--- src/rtl/parking_pkg.sv ---
// rtl/parking_pkg.sv - shared types, sizes and helpers for the parking slot manager
package parking_pkg;

    localparam int NUM_SLOTS           = 8;
    localparam int SLOT_W              = 3;
    localparam int DEFAULT_GATE_CYCLES = 16;

    typedef enum logic [1:0] {
        IDLE,
        ALLOC,
        GATE,
        WAIT_CLEAR
    } park_state_t;

    function automatic logic is_onehot(input logic [NUM_SLOTS-1:0] v);
        return (v != '0) && ((v & (v - 1'b1)) == '0);
    endfunction

    function automatic logic [SLOT_W:0] count_ones(input logic [NUM_SLOTS-1:0] v);
        logic [SLOT_W:0] c;
        c = '0;
        for (int i = 0; i < NUM_SLOTS; i++) begin
            c = c + {{SLOT_W{1'b0}}, v[i]};
        end
        return c;
    endfunction

endpackage

--- src/rtl/slot_picker.sv ---
// rtl/slot_picker.sv - combinational lowest-index free slot encoder
module slot_picker
    import parking_pkg::*;
(
    input  logic [NUM_SLOTS-1:0] occupancy,
    output logic [SLOT_W-1:0]    index,
    output logic                 none_free
);

    // Scan from the top down so the lowest free index is the last one written.
    always_comb begin
        index     = '0;
        none_free = 1'b1;
        for (int i = NUM_SLOTS - 1; i >= 0; i--) begin
            if (!occupancy[i]) begin
                index     = SLOT_W'(i);
                none_free = 1'b0;
            end
        end
    end

endmodule

--- src/rtl/parking_slot_manager.sv ---
// rtl/parking_slot_manager.sv - entry gate FSM and slot occupancy tracker; PARK_STATS_EN adds total_entries
module parking_slot_manager
    import parking_pkg::*;
#(
    parameter int unsigned GATE_CYCLES = DEFAULT_GATE_CYCLES
) (
    input  logic                 clk,
    input  logic                 rst_n,
    input  logic                 entry_req,
    input  logic                 exit_req,
    input  logic [NUM_SLOTS-1:0] exit_location,
    output logic                 entry_ack,
    output logic [SLOT_W-1:0]    entry_token,
    output logic                 gate_open,
    output logic [NUM_SLOTS-1:0] occupancy,
    output logic [SLOT_W:0]      free_count,
    output logic                 full,
    output logic                 err_exit
`ifdef PARK_STATS_EN
    ,
    output logic [15:0]          total_entries
`endif
);

    park_state_t          state, state_next;
    logic [7:0]           timer, timer_next;
    logic [SLOT_W-1:0]    pick_idx;
    logic                 none_free;
    logic                 alloc;
    logic                 exit_valid;
    logic                 exit_bad;
    logic [NUM_SLOTS-1:0] alloc_mask;
    logic [NUM_SLOTS-1:0] exit_mask;

    slot_picker u_slot_picker (
        .occupancy (occupancy),
        .index     (pick_idx),
        .none_free (none_free)
    );

    assign free_count = (SLOT_W + 1)'(NUM_SLOTS) - count_ones(occupancy);
    assign full       = (free_count == '0);

    // Exits are handled every cycle, independent of the entry FSM.
    assign exit_valid = exit_req && is_onehot(exit_location) && ((exit_location & occupancy) != '0);
    assign exit_bad   = exit_req && !exit_valid;
    assign exit_mask  = exit_valid ? exit_location : '0;
    assign alloc_mask = alloc ? (NUM_SLOTS'(1) << pick_idx) : '0;

    always_comb begin
        state_next  = state;
        timer_next  = timer;
        entry_ack   = 1'b0;
        entry_token = '0;
        gate_open   = 1'b0;
        alloc       = 1'b0;
        case (state)
            IDLE: begin
                if (entry_req && !full) begin
                    state_next = ALLOC;
                end
            end
            ALLOC: begin
                alloc       = !none_free;
                entry_ack   = alloc;
                entry_token = alloc ? pick_idx : '0;
                timer_next  = 8'(GATE_CYCLES);
                state_next  = GATE;
            end
            GATE: begin
                gate_open = 1'b1;
                if (timer <= 8'd1) begin
                    timer_next = '0;
                    state_next = WAIT_CLEAR;
                end else begin
                    timer_next = timer - 8'd1;
                end
            end
            WAIT_CLEAR: begin
                if (!entry_req) begin
                    state_next = IDLE;
                end
            end
            default: state_next = IDLE;
        endcase
    end

    always_ff @(posedge clk or negedge rst_n) begin
        if (!rst_n) begin
            state     <= IDLE;
            timer     <= '0;
            occupancy <= '0;
            err_exit  <= 1'b0;
        end else begin
            state     <= state_next;
            timer     <= timer_next;
            occupancy <= (occupancy | alloc_mask) & ~exit_mask;
            err_exit  <= exit_bad;
        end
    end

`ifdef PARK_STATS_EN
    always_ff @(posedge clk or negedge rst_n) begin
        if (!rst_n) begin
            total_entries <= '0;
        end else if (entry_ack) begin
            total_entries <= total_entries + 16'd1;
        end
    end
`endif

endmodule

--- config.mk ---
export PLATFORM = sky130hd
export DESIGN_NAME = parking_slot_manager
export DESIGN_NICKNAME = d
export VERILOG_FILES = /design/src/rtl/parking_pkg.sv /design/src/rtl/slot_picker.sv /design/src/rtl/parking_slot_manager.sv
export SDC_FILE = /design/constraint.sdc
export NUM_CORES = 1
export LEC_CHECK = 0
export BUFFER_PORTS_ARGS = -buffer_cell sky130_fd_sc_hd__buf_2
export CORE_ASPECT_RATIO = 0.7
export CORE_UTILIZATION = 30
export DETAILED_ROUTE_END_ITERATION = 12
export PLACE_DENSITY = 0.6
export SLEW_MARGIN = 25
export SYNTH_ARGS = -nofsm -noshare
export SYNTH_HDL_FRONTEND = slang
export SYNTH_HIERARCHICAL = 1
export SYNTH_SLANG_ARGS = --single-unit
--- constraint.sdc ---
create_clock -name clk -period 6.3 [get_ports clk]
set_clock_uncertainty 0.2 [all_clocks]
set_input_delay 0.945 -clock clk [delete_from_list [all_inputs] [get_ports clk]]
set_output_delay 0.945 -clock clk [all_outputs]
set_load 0.02 [all_outputs]
Word level (Yosys, flattened, before mapping)
Index checks and enable logic that the tools add are counted.

Logic and storage cells: 70. Bits of input ports: 12. Output and inout port bits: 19. Bits in registers: 19.

Muxes and demuxes: 28. Bitwise gates (word level): 5. Add/sub/neg operators: 10. Eq/ne operators: 6. $lt $le $gt $ge: 1. Shift-type cells: 1. Reduce and logical (&&, ||, !) cells: 15.

Operators by type and width (number): 3-bit two-way mux (10); 8-bit AND (3); 8-bit two-way mux (3); 4-bit by 1-bit adder with 4-bit output (4); 8-bit one-hot mux with 2 select lines (1); 8-bit nonzero test (2); 8-bit by 1-bit subtractor with 8-bit output, second input constant (2); 1-bit two-way mux (10); 8-bit by 1-bit less-or-equal comparator with 1-bit output, second input constant (1); 8-bit zero test (1); 8-bit NOT (1); 8-bit bitwise OR (1); 2-bit one-hot mux with 4 select lines (1); 1-bit by 3-bit << shifter with 8-bit output, first input constant (1); 2-bit two-way mux (3); 2-bit != test, second input constant (3); 1-bit logical AND (5); 3-bit by 1-bit adder with 4-bit output (1); 2-bit == test, second input constant (2); 4-bit zero test (1); 4-bit subtractor, first input constant (1); 2-bit by 1-bit adder with 3-bit output (1); 1-bit zero test (3); 3-bit AND reduction (1); other kinds (4) (4).

Longest topological paths before layout
Gate-level depths: netlist of run 1.

Depth in word-level cells: 13. Gate-level depth with buffers: 11. Gate-level depth less buffers: 11.

Cells and area by module
Netlist of run 1, hierarchy kept.

By module, submodules not included: parking_slot_manager (instances 1, seq. area each 475.5 um^2, cells each 143, area an instance 1373.8 um^2); slot_picker (instances 1, seq. area each 0.0 um^2, cells each 13, area an instance 75.1 um^2).

Least setup slack after synthesis of run 1
No wires, ideal clock.

Path kind: reg2out. From: register occupancy[1]. To: output full. Stages on the path, launching flop included: 7. Path buffers: 0. Data arrival time: 3.001 ns. Data required time: 5.155 ns. Setup slack: 2.154 ns. Cells stage by stage: dfrtp_1 > inv_1 > fa_1 > ha_1 > fa_1 > fa_1 > nor3b_1.

Longest elaborated chain between the ends: 9.

Ends and longest elaborated chain: start, declared (line parking_slot_manager.sv:15) `output logic [NUM_SLOTS-1:0] occupancy,`; start signal, assigned (line parking_slot_manager.sv:97) `occupancy <= (occupancy | alloc_mask) & ~exit_mask;`; 1-bit by 1-bit adder with 2-bit output (line parking_pkg.sv:23) `c = c + {{SLOT_W{1'b0}}, v[i]};`; 2-bit by 1-bit adder with 3-bit output (line parking_pkg.sv:23); 3-bit by 1-bit adder with 4-bit output (line parking_pkg.sv:23); 4-bit by 1-bit adder with 4-bit output (4 in series) (line parking_pkg.sv:23); 4-bit subtractor (line parking_slot_manager.sv:41) `assign free_count = (SLOT_W + 1)'(NUM_SLOTS) - count_ones(occupancy);`; via free_count[1] (line parking_slot_manager.sv:16) `output logic [SLOT_W:0] free_count,`; 4-bit zero test (line parking_slot_manager.sv:42) `assign full = (free_count == '0);`; end, declared (line parking_slot_manager.sv:17) `output logic full,`.

The timed path passes the listed nets, and every way through them passes these cells.

Worst setup path in the final report of run 1
From: register occupancy[1]. To: output full.

Longest elaborated chain between the ends: 9.

Ends and longest elaborated chain (line): 1-bit by 1-bit adder with 2-bit output (parking_pkg.sv:23); 2-bit by 1-bit adder with 3-bit output (parking_pkg.sv:23); 3-bit by 1-bit adder with 4-bit output (parking_pkg.sv:23); 4-bit by 1-bit adder with 4-bit output (4 in series) (parking_pkg.sv:23); 4-bit subtractor (parking_slot_manager.sv:41); 4-bit zero test (parking_slot_manager.sv:42).

Every way passes these cells.

==> run summary, run 1 <==
Simple-Gate Fraction of Synth Area = 0.190
placed cells = 239
adder-cell share of the synthesized area = 0.166
hold wc startpoint = timer[4]
Worst Hold End = timer[4]
setup ws final = 1980 ps
initial antenna violation count = 0
Distinct cells, synth = 43
Placement Setup Slack = 2250 ps
CTS tree = built
Syn Area/Cell = 9.29 µm²
cell taking the most area after synthesis = dfrtp_1
element type at the critical path end = output port
Final period util = 0.685
Initial Util = 0.323
hold_buf cts = 0
Worst Path Class, Setup = flop to output port
# setup viols final = 0
Core Box Area = 4480 µm²
Area Growth Syn to Fin = 17.6%
worst r2r path cells = 11
Iter 0 DRT Violations = 82
Post-Synth XOR/XNOR Area = 0.00604
Post-synth ARST share = 1.00
FILL cells = 450
R2R setup slack = 2720 ps
Main synth FF type = dfrtp_1
CTS resizes = 0
Die Wd = 85.1 µm
Core Util, Final = 0.380
Vias = 1285
f_max = 0.232 GHz
post-synth top area share = 0.328
synthesized cell area = 1450 µm²
CTS max path bufs = 2
Clk Latency, worst-skew pair = 260 ps
IO Pins = 31
Min Hold Slack = 350 ps
end of the worst register-to-register path = state[1]
clock transition at the registers of the reported paths = 80 ps
worst relative slew slack = 0.640
drc violations = 0
antenna diode count = 0
DRT Pass-1 Iters = 4
peak supply drop = 0.147 mV
Compound-Gate Fraction of Synth Area = 0.217
Mapped Cells = 156
Max Cap Viol = 0
outcome = finished clean
largest net degree at the start of global routing = 20
die area = 5120 µm²
# port buffers = 30
dominant cells by area after synthesis = dfrtp_1, ha_1, fa_1
global-route wire length before repair = 5400 µm
Sum Neg Setup Slack = 0 ps
largest family of logic cells by synthesized area = compound AO/OA/AOI/OAI gates
register bit count reported by yosys = 19
hpwl dp = 2630 µm
WHS Path Cells = 1
Worst Path Required = 5150 ps
RD Place Congestion = 0.854
Routed Wire Length = 3390 µm
total CTS buffers = 3
non-filler cells, final = 243
Post-DRT Antenna Nets = 0
Die Ht = 60.1 µm
GRT Util Overall = 0.140
Leakage Power = 0.000865 µW
Nets = 217
H-tree depth = 1
unrepaired setup endpoints after global routing = false
max-slew violations = 0
Tightest Pin Transition = 536 ps
HP Class = flop to flop
drt wl/cell = 14.0 µm
mux share of post-synthesis cell area = 0.0354
Rows = 20
Root Driver = clkbuf_8
clock tree sinks = 19
reg-to-reg startpoint = occupancy[1]
worst-path maximum fanout = 7
Tmin final = 4320 ps
final hold vios = 0
Post-CTS Setup Bufs = 0
EDFF count, synth = 0
layout cells sized above 1 = 0.218
critical path startpoint category = flop
post-synthesis sequential area ratio = 0.328
Post-Syn Nets = 184
Synth warnings = 6
GRT Residual Overflow = 0
crit path DAT = 3170 ps
pwr dens = 543 nW/µm²
vias in the first global route = 1109
vias per inst = 5.29
[logic make-up after synthesis]
group | after synthesis
multiplexers | 5
adder cells (fa/ha/maj) | 17
AO/OA/AOI/OAI | 44
flip-flops | 19
XOR/XNOR | 1
buffers and inverters | 22
AND/OR/NAND/NOR | 48
[where the power goes]
| group | switching, µW | total, µW | leakage, µW | internal (µW) |
|---|---|---|---|---|
| clock | 41.5 | 86.5 | 0.0000228 | 45.1 |
| sequential | 56.5 | 220 | 0.000216 | 164 |
| combinational | 373 | 619 | 0.000626 | 246 |
| total | 471 | 926 | 0.000865 | 455 |
[final cells by class]
class                      count  area, µm²  share of cell area
timing repair buffer          30        150              0.0881
tap                           55       68.8              0.0404
sequential                    19        475               0.279
inverter                      20       75.1              0.0441
multi-input combinational    115        890               0.522
clock buffer                   4       45.0              0.0264
[metrics by stage]
stage,power (µW),instance area [µm²]
floorplan,686,1450
global placement,837,1660
detailed placement,839,1660
CTS,931,1700
global route,1010,1700
finish,926,1700
[worst max-delay path: stages, from the launching register on]
cell     delay (ps)
dfrtp_1         480
inv_1           100
fa_1            480
ha_1            230
fa_1            490
fa_1            460
inv_1            70
ha_1            120
nor3b_1         250
buf_2           220
[worst max path at each step]
stage	start	to	slack, ps	depth (start not counted)
6_report	occupancy[1]	full	1980	9
4_1_cts	occupancy[1]	full	1940	9
2_1_floorplan	occupancy[1]	full	2150	6
5_1_grt	occupancy[1]	full	1790	9
3_3_place_gp	occupancy[4]	full	2410	9
3_5_place_dp	occupancy[1]	full	2250	9
[Yosys cell counts (3+ instances only)]
cell type  count
fa_1           4
mux2i_1        4
a21oi_1        8
a41oi_1        3
nor2b_1        5
nand2_1        8
a21boi_1       3
a31oi_1        9
dfrtp_1       19
a22oi_1        4
and2_1         4
inv_1         20
ha_1          12
nor2_1         8
nand3_1        3
o21ai_0        3
nand2b_1       3
o22ai_1        4
nor3_1         4
[per-layer routing]
metal  wire [µm]  global-route usage
met4          36              0.0436
met3         258              0.0428
met2        1250               0.180
met1        1840               0.216
met5           0                   0
[state kept, by name (all words and copies together), names as in the netlist]
register	count
occupancy	8
timer	8
err_exit	1
state	2
[layout by cell type (no fill, tap or decap), types with 2 or more instances in the layout]
cell	synthesis	layout
inv_1	20	20
nand3_1	3	3
or3_4	2	2
fa_1	4	4
nand4_1	2	2
o22ai_1	4	4
a41oi_1	3	3
mux2i_1	4	4
nor2_1	8	8
a41o_1	2	2
o21ai_0	3	3
a21oi_1	8	8
clkbuf_8	0	3
buf_2	1	30
dfrtp_1	19	19
nor3_1	4	4
and2_1	4	4
or3_1	2	2
nand2_1	8	8
a22oi_1	4	4
a21boi_1	3	3
ha_1	12	12
nor2b_1	5	5
a31oi_1	9	9
nand2b_1	3	3
No activity file was read; power rests on OpenSTA's default activity.
==> inputs of run 2 (changes only) <==
- clock period: 6.3 -> 4.1 ns (I/O delays scaled with it)
==> run 2 against run 1 <==
Effect of this change:
- non-clock buffer count stayed put
- critical endpoint unchanged
- setup slack worse by 1800 ps
- hold slack worse by 260 ps
- sequential share of layout area is 0.053 points higher
==> run summary, run 2 (synthesis gave the netlist of run 1 again) <==
Area Growth Syn to Fin = 17.7%
Die Wd = 85.1 µm
# setup viols final = 0
Post-DRT Antenna Nets = 0
FILL cells = 429
outcome = finished clean
H-tree depth = 1
setup ws final = 160 ps
hold_buf cts = 0
layout cells sized above 1 = 0.223
Root Driver = clkbuf_8
vias in the first global route = 1129
max-slew violations = 0
Sum Neg Setup Slack = 0 ps
HP Class = primary input to async pin
CTS tree = built
crit path DAT = 3130 ps
clock tree sinks = 19
Clk Latency, worst-skew pair = 250 ps
commonest non-fill, non-tap cells in the layout = buf_2, inv_1, dfrtp_1
drt wl/cell = 13.8 µm
RD Place Congestion = 0.829
Worst Path Class, Setup = flop to output port
antenna diode count = 0
peak supply drop = 0.160 mV
largest net degree at the start of global routing = 20
Final period util = 0.961
CTS max path bufs = 2
f_max = 0.254 GHz
Iter 0 DRT Violations = 124
Rows = 20
multi-input logic area = 890 µm²
FF/Latch Area = 477 µm²
critical path cell sequence = inv_1, fa_1, ha_1, fa_1, fa_1, inv_1, ha_1, nor3b_1, buf_2
GRT Residual Overflow = 0
Placement Setup Slack = 397 ps
commonest non-fill, non-tap cell in the layout = buf_2
GRT Util Overall = 0.144
unrepaired setup endpoints after global routing = false
vias per inst = 5.33
Routed Wire Length = 3360 µm
Initial Util = 0.323
most frequent cell on the critical path = fa_1
IO Pins = 31
Tightest Pin Transition = 512 ps
pwr dens = 831 nW/µm²
Die Ht = 60.1 µm
final hold vios = 0
DRT Pass-1 Iters = 4
global-route wire length before repair = 5730 µm
Nets = 217
largest registers = occupancy (8), timer (8), state (2)
worst-path maximum fanout = 8
total CTS buffers = 3
element type at the critical path end = output port
Vias = 1294
placed cells = 239
hpwl dp = 2590 µm
max incr delay on CP = 490 ps
clock transition at the registers of the reported paths = 70 ps
initial antenna violation count = 0
Tmin final = 3940 ps
die area = 5120 µm²
critical path startpoint category = flop
total power = 1420 µW
Core Box Area = 4480 µm²
slowest CP cell = dfrtp_1
Leakage Power = 0.000865 µW
worst relative slew slack = 0.657
non-filler cells, final = 243
Worst Path Required = 3280 ps
# port buffers = 30
Max Cap Viol = 0
drc violations = 0
## run 2: cell types whose count changed in the layout (fill, tap and decap cells not counted)
cell / change
dfrtp_1: -1
dfrtp_2: +1
## run 2: area by class of cell
type | count | share of cell area
Sequential cell | 19 | 0.280
Multi-Input combinational cell | 115 | 0.522
Timing Repair Buffer | 30 | 0.0880
Tap cell | 55 | 0.0404
Inverter | 20 | 0.0440
Clock buffer | 4 | 0.0264
## run 2: final timing paths
kind	cells past startpoint	start	to	slack, ps
worst max-delay path	9	occupancy[2]	full	160
worst max register to register	11	occupancy[2]	state[1]	560
worst min-delay path	1	rst_n	timer[1]	90
max in group asynchronous	1	rst_n	occupancy[1]	3290
min in group clk	1	timer[4]	timer[4]	350
worst min register to register	1	timer[4]	timer[4]	350
## run 2: power by group
part | internal, µW | total (µW) | switching (µW)
Combinational | 379 | 948 | 569
Sequential | 253 | 338 | 84.7
Clock | 69.0 | 131 | 61.8
## run 2: metal layers
layer  vias up  global-route usage  part of all wire
met4         0              0.0436            0.0080
met5         -                   0                 0
li1        628                   -                 -
met3         2              0.0290             0.088
met1       610               0.228              0.53
met2        54               0.190              0.37
## run 2: critical path, delay by kind of cell, from the launching register on
| kind | cells | cell delay (ps) |
|---|---|---|
| adders and majority gates | 5 | 1740 |
| DFF | 1 | 490 |
| buffers and inverters | 3 | 390 |
| and+or+nand+nor | 1 | 250 |
## run 2: what timing repair did
| action | in CTS | in global routing |
|---|---|---|
| setup buffers | 0 | 0 |
| gates resized for setup | 0 | 1 |
| endpoints found under the setup margin | 0 | 1 |
## run 2: per-stage QoR
stage / cell area (µm²) / hold WS [ps] / utilization
2_1_floorplan: 1450 / 119 / -
3_3_place_gp: 1660 / 322 / 0.370
3_5_place_dp: 1660 / 328 / 0.370
4_1_cts: 1700 / 110 / 0.380
5_1_grt: 1710 / 123 / 0.381
6_report: 1710 / 86.6 / 0.381
